**config.mk**
```make
export PLATFORM = sky130hd
export DESIGN_NAME = mem_arbiter_rr
export DESIGN_NICKNAME = d
export VERILOG_FILES = /design/src/rtl/pipes_pkg.sv /design/src/rtl/rr_pick.sv /design/src/rtl/mem_arbiter_rr.sv
export SDC_FILE = /design/constraint.sdc
export NUM_CORES = 1
export LEC_CHECK = 0
export BUFFER_PORTS_ARGS = -buffer_cell sky130_fd_sc_hd__buf_2
export CORE_AREA = 10 10 186 188
export DETAILED_ROUTE_END_ITERATION = 8
export DIE_AREA = 0 0 196 198
export GPL_TIMING_DRIVEN = 0
export SETUP_SLACK_MARGIN = 0.15
export SLEW_MARGIN = 20
export SYNTH_ARGS = -nofsm -noshare
export SYNTH_HDL_FRONTEND = slang
export SYNTH_SLANG_ARGS = --single-unit
```
**constraint.sdc**
```tcl
create_clock -name clk -period 2 [get_ports clk]
set_input_delay 0.5 -clock clk [delete_from_list [all_inputs] [get_ports clk]]
set_output_delay 0.5 -clock clk [all_outputs]
set_load 0.005 [all_outputs]
```
**src/rtl/pipes_pkg.sv**
```systemverilog
`default_nettype none
// ============================================================================
// Module  : pipes_pkg
// Brief   : Shared pipeline types and helpers (memory arbiter request, ID sizing)
// Revision: 1.0 - initial memory-arbiter additions
// ============================================================================
package pipes_pkg;

    localparam int ARB_PA_WIDTH   = 32;
    localparam int ARB_LINE_WIDTH = 128;

    typedef struct packed {
        logic                      write;
        logic [ARB_PA_WIDTH-1:0]   addr;
        logic [ARB_LINE_WIDTH-1:0] data;
    } arb_req_t;

    // A single channel still needs one bit of channel field in the ID.
    function automatic int arb_ch_bits(input int num_ch);
        return (num_ch > 1) ? $clog2(num_ch) : 1;
    endfunction

    function automatic int arb_id_width(input int num_ch, input int seq_bits);
        return arb_ch_bits(num_ch) + seq_bits;
    endfunction

endpackage
`default_nettype wire

```
**src/rtl/rr_pick.sv**
```systemverilog
`default_nettype none
// ============================================================================
// Module  : rr_pick
// Brief   : Rotating-priority picker; first eligible index at or above i_ptr
// Revision: 1.0 - initial
// ============================================================================
module rr_pick
    import pipes_pkg::*;
#(
    parameter  int N     = 2,
    localparam int PTR_W = arb_ch_bits(N)
) (
    input  logic [N-1:0]     i_eligible,
    input  logic [PTR_W-1:0] i_ptr,
    output logic [N-1:0]     o_grant,
    output logic [PTR_W-1:0] o_idx,
    output logic             o_valid
);

    localparam int C_SUM_W = PTR_W + 1;

    logic [C_SUM_W-1:0] w_cand;

    // Candidate index is (i_ptr + k) mod N; one extra bit avoids overflow.
    always_comb begin
        o_grant = '0;
        o_idx   = '0;
        o_valid = 1'b0;
        w_cand  = '0;
        for (int k = 0; k < N; k++) begin
            w_cand = {1'b0, i_ptr} + C_SUM_W'(k);
            if (w_cand >= C_SUM_W'(N)) begin
                w_cand = w_cand - C_SUM_W'(N);
            end
            if (!o_valid && i_eligible[w_cand[PTR_W-1:0]]) begin
                o_valid                    = 1'b1;
                o_idx                      = w_cand[PTR_W-1:0];
                o_grant[w_cand[PTR_W-1:0]] = 1'b1;
            end
        end
    end

endmodule
`default_nettype wire

```
**src/rtl/mem_arbiter_rr.sv**
```systemverilog
`default_nettype none
// ============================================================================
// Module  : mem_arbiter_rr
// Brief   : N-channel memory request arbiter with read credits and ID routing
// Revision: 1.0 - initial
// ============================================================================
module mem_arbiter_rr
    import pipes_pkg::*;
#(
    parameter  int NUM_CH     = 2,
    parameter  int PA_WIDTH   = 32,
    parameter  int LINE_WIDTH = 128,
    parameter  int SEQ_BITS   = 2,
    parameter  int MAX_OUT    = 2,
    parameter  int FIXED_PRIO = 0,
    localparam int ID_WIDTH   = arb_id_width(NUM_CH, SEQ_BITS)
) (
    input  logic                         clk,
    input  logic                         rst,
    input  logic [NUM_CH-1:0]            i_req_valid,
    input  logic [NUM_CH-1:0]            i_req_write,
    input  logic [NUM_CH*PA_WIDTH-1:0]   i_req_addr,
    input  logic [NUM_CH*LINE_WIDTH-1:0] i_req_data,
    output logic [NUM_CH-1:0]            o_req_grant,
    output logic [ID_WIDTH-1:0]          o_req_id,
    input  logic                         i_mem_full,
    output logic                         o_mem_enable,
    output logic                         o_mem_write,
    output logic [PA_WIDTH-1:0]          o_mem_addr,
    output logic [LINE_WIDTH-1:0]        o_mem_data,
    output logic [ID_WIDTH-1:0]          o_mem_id,
    input  logic                         i_resp_enable,
    input  logic [ID_WIDTH-1:0]          i_resp_id,
    output logic [NUM_CH-1:0]            o_resp_hit,
    output logic                         o_err_bad_id
);

    localparam int C_CH_BITS = arb_ch_bits(NUM_CH);
    localparam int C_CNT_W   = $clog2(MAX_OUT + 1);

    typedef struct packed {
        logic                  write;
        logic [PA_WIDTH-1:0]   addr;
        logic [LINE_WIDTH-1:0] data;
    } req_t;

    logic [NUM_CH-1:0]    w_eligible;
    logic [NUM_CH-1:0]    w_grant;
    logic [NUM_CH-1:0]    w_read_grant;
    logic [NUM_CH-1:0]    w_dec;
    logic [NUM_CH-1:0]    w_cnt_nz;
    logic [C_CH_BITS-1:0] w_idx;
    logic [C_CH_BITS-1:0] w_pick_ptr;
    logic [C_CH_BITS-1:0] w_ptr_next;
    logic [C_CH_BITS-1:0] w_resp_ch;
    logic                 w_any;
    logic                 w_err;
    logic                 w_unused_seq;
    req_t                 w_sel;

    logic [C_CH_BITS-1:0] r_rr_ptr;
    logic [SEQ_BITS-1:0]  r_seq     [NUM_CH];
    logic [C_CNT_W-1:0]   r_out_cnt [NUM_CH];
    logic                 r_mem_enable;
    logic [ID_WIDTH-1:0]  r_mem_id;
    logic                 r_err_bad_id;
    req_t                 r_issue;

    assign w_resp_ch    = i_resp_id[ID_WIDTH-1:SEQ_BITS];
    assign w_unused_seq = ^i_resp_id[SEQ_BITS-1:0];

    generate
        for (genvar c = 0; c < NUM_CH; c++) begin : g_ch
            assign w_cnt_nz[c]     = (r_out_cnt[c] != '0);
            // Credit test uses the pre-response count; freed credit is usable next cycle.
            assign w_eligible[c]   = i_req_valid[c] && !i_mem_full &&
                                     (i_req_write[c] || (r_out_cnt[c] < C_CNT_W'(MAX_OUT)));
            assign o_resp_hit[c]   = i_resp_enable && (w_resp_ch == C_CH_BITS'(c));
            assign w_read_grant[c] = w_grant[c] && !i_req_write[c];
            assign w_dec[c]        = o_resp_hit[c] && w_cnt_nz[c];

            always_ff @(posedge clk or negedge rst) begin
                if (!rst) begin
                    r_seq[c]     <= '0;
                    r_out_cnt[c] <= '0;
                end else begin
                    if (w_grant[c]) begin
                        r_seq[c] <= r_seq[c] + SEQ_BITS'(1);
                    end
                    if (w_read_grant[c] && !w_dec[c]) begin
                        r_out_cnt[c] <= r_out_cnt[c] + C_CNT_W'(1);
                    end else if (w_dec[c] && !w_read_grant[c]) begin
                        r_out_cnt[c] <= r_out_cnt[c] - C_CNT_W'(1);
                    end
                end
            end
        end
    endgenerate

    // Fixed priority is the rotating search pinned to start at channel 0.
    assign w_pick_ptr = (FIXED_PRIO != 0) ? '0 : r_rr_ptr;

    rr_pick #(
        .N (NUM_CH)
    ) u_pick (
        .i_eligible (w_eligible),
        .i_ptr      (w_pick_ptr),
        .o_grant    (w_grant),
        .o_idx      (w_idx),
        .o_valid    (w_any)
    );

    assign o_req_grant = w_grant;
    assign o_req_id    = w_any ? {w_idx, r_seq[w_idx]} : '0;
    assign w_ptr_next  = (w_idx == C_CH_BITS'(NUM_CH - 1)) ? '0 : w_idx + C_CH_BITS'(1);

    // Unroutable: illegal channel field, or the owner has nothing outstanding.
    assign w_err = i_resp_enable && !(|(o_resp_hit & w_cnt_nz));

    always_comb begin
        w_sel = '0;
        for (int c = 0; c < NUM_CH; c++) begin
            if (w_grant[c]) begin
                w_sel.write = i_req_write[c];
                w_sel.addr  = i_req_addr[c*PA_WIDTH +: PA_WIDTH];
                w_sel.data  = i_req_data[c*LINE_WIDTH +: LINE_WIDTH];
            end
        end
    end

    always_ff @(posedge clk or negedge rst) begin
        if (!rst) begin
            r_mem_enable <= 1'b0;
            r_issue      <= '0;
            r_mem_id     <= '0;
            r_err_bad_id <= 1'b0;
            r_rr_ptr     <= '0;
        end else begin
            r_mem_enable <= w_any;
            r_err_bad_id <= w_err;
            if (w_any) begin
                r_issue  <= w_sel;
                r_mem_id <= o_req_id;
                r_rr_ptr <= w_ptr_next;
            end
        end
    end

    assign o_mem_enable = r_mem_enable;
    assign o_mem_write  = r_issue.write;
    assign o_mem_addr   = r_issue.addr;
    assign o_mem_data   = r_issue.data;
    assign o_mem_id     = r_mem_id;
    assign o_err_bad_id = r_err_bad_id;

endmodule
`default_nettype wire

```
==> results.toml <==
[timing]
period_needed_ps = 2110
rsz0062_at_grt = "yes"
finalClockSkew_ps = 13.1
maxSlewViolCount = 0
worst_slew_pin_slew_ps = 729
slew_headroom = 0.514
finalCritPeriodShare = 1.06
worst_slack_ps = -112
setup_viol = 3
max_freq_mhz = 473
hold_violations = 0

[synth]
ys_seq_area_frac = 0.485
syn-cell-area_um2 = 9030
ys_ff_latch = 175
syn_nets = 1282
synthCells = 949
avgSynthCellArea_um2 = 9.52
ys_types = 33
ys_warn_count = 0

[route]
vias_per_cell = 4.75
routedWlPerCell_um = 20.5
drt_first_pass_iters = 5
ant_nets = 0
drt-total-wl_um = 39100
drt-initial-drc-count = 408
vias = 9081
drc = 0

[die]
die_area_um2 = 38800
ios = 504
die_w_um = 196
initial_utilization = 0.291
core.rowCount = 65
core_um2 = 31100
dieHeight_um = 198

[power]
power_density_nw_per_um2 = 1070
power.leakage_nw = 6.31
peakVddDrop_mv = 0.522

[finish]
final_cell_mix = "buf_2 (506), dfrtp_1 (173), nor2_1 (166), inv_1 (164), nor3_1 (160)"
layout.nets = 1824
final_common_cell = "buf_2"
fin_area_um2 = 13000
n_fill_cell = 3113
drive_above_1_share = 0.509
area_delta_synth_final_pct = 43.8

[clock_tree]
clk_pin_slew_ps = 70
numClockSinks = 175
cts_buffers = 17
cts.htree.levels = 4
clk_latency_ps = 450
clock_tree.root_cell = "clkbuf_16"
cts_tree = "yes"
cts_hold_buf = 0
cts_buffer_depth = 2

[place]
place_congestion = 0.866
dpl.hpwl_um = 31100
portBuffers = 501
dpl_cell_area_um2 = 12100
pre_cts_slack_ps = -384

[setup_path]
r2r_slack_ps = 110
crit_arrival_ps = 1610
crit_type = "reg -> out"
worstPathRequired_ps = 1500
crit_fanout = 3
end_kind = "output pin"
cp-start-kind = "flop"

[global_routing]
grt_overflow = 0
grt_pass1_wl_um = 58900
grt_util_all_layers = 0.195
antenna_found_initial = 8
grt_pass1_vias = 9681
grt_start_max_net_pins = 91

[outcome]
violations = "setup timing"
status = "finished with violations"

[min_path]
hold_class = "in -> async"

[job]
drv_cap = 0
cell families after synthesis:
group                    after synthesis  share of synthesized area
adder cells (fa/ha/maj)                2                    0.00277
AND/OR/NAND/NOR                      350                      0.174
buffers and inverters                236                      0.110
flip-flops                           175                      0.485
XOR/XNOR                              10                    0.00970
AO/OA/AOI/OAI                        176                      0.218
report_power, final:
group	internal, W	total, W	leakage, nW	switching (W)
clock	0.00172	0.00328	0.258	0.00155
combinational	0.00245	0.00522	4.13	0.00277
sequential	0.00470	0.00540	1.93	0.000701
repair_timing:
action | in CTS | in global routing
pin swaps | 6 | 4
setup endpoints to repair | 168 | 103
resized for setup | 32 | 40
setup buffers | 12 | 9
state kept, by name (all words and copies together), names as in the netlist:
name,cells
o_mem_enable,1
o_mem_id,3
o_mem_data,128
o_mem_addr,32
o_err_bad_id,1
o_mem_write,1
r_rr_ptr,1
r_out_cnt,4
r_seq,4
cell type report:
class,instances,area [um2],share of cell area
antenna,4,10.0,0.000771
buffer,70,440,0.0339
clock buffer,20,437,0.0336
clock inverter,12,110,0.00848
inverter,166,623,0.0480
multi-input combinational,538,3740,0.288
sequential,175,4380,0.337
tap,402,503,0.0387
timing repair buffer,523,2750,0.212
critical path, stage by stage (launching register included):
cell	delay [ps]
dfrtp_1	400
nor2b_4	150
nor2_4	120
a21oi_2	80
buf_6	130
a22o_1	160
buf_2	140
final timing paths:
kind	from	to	cells after the start
min reg2reg	o_mem_id[2]$_DFFE_PN0P_	o_mem_id[2]$_DFFE_PN0P_	2
min in group clk	i_req_data[64]	o_mem_data[64]$_DFFE_PN0P_	3
max	r_out_cnt[1]$_DFFE_PN0P_	o_req_id[1]	6
max reg2reg	r_out_cnt[1]$_DFFE_PN0P_	r_out_cnt[3]$_DFFE_PN0P_	11
max in group asynchronous	rst	o_mem_addr[8]$_DFFE_PN0P_	2
min	rst	o_mem_data[71]$_DFFE_PN0P_	1
synthesized netlist by cell type (all sizes together):
cell    instances  area share
a211oi        160        0.21
a21o            1     0.00083
a21oi           5      0.0032
a221oi          2      0.0019
a22o            1     0.00097
and2            1     0.00069
buf            45       0.031
clkbuf         25       0.010
dfrtp         175        0.48
ha              2      0.0028
inv           166       0.069
nand2           4      0.0019
nand2b          4      0.0028
nand3           1     0.00055
nand4           1     0.00069
nor2          168       0.070
nor2b           8      0.0058
nor3          163       0.092
o211ai          1     0.00083
o21ai           4      0.0026
o221a           1      0.0012
o22ai           1     0.00069
xnor2           6      0.0058
xor2            4      0.0039
layer usage:
metal,vias up,GRT usage,part of all wire
met3,59,0.0852,0.10
met4,10,0.0738,0.027
met5,-,0,0.0015
met2,401,0.329,0.49
met1,4362,0.213,0.38
li1,4249,-,-
through the flow:
stage | TNS [ps] | util | total power, W | cells | hold WS [ps]
after detailed placement | -37440 | 0.389 | 0.0105 | 1853 | 472
after floorplan | 0 | - | 0.00796 | 949 | 204
after CTS | -474 | 0.413 | 0.0140 | 1897 | 52.4
after global placement | -499410 | 0.388 | 0.0104 | 1852 | 468
after global routing | -615 | 0.418 | 0.0148 | 1908 | 57.0
final | -215 | 0.418 | 0.0139 | 1910 | 30.5
No activity file was read; power rests on OpenSTA's default activity.
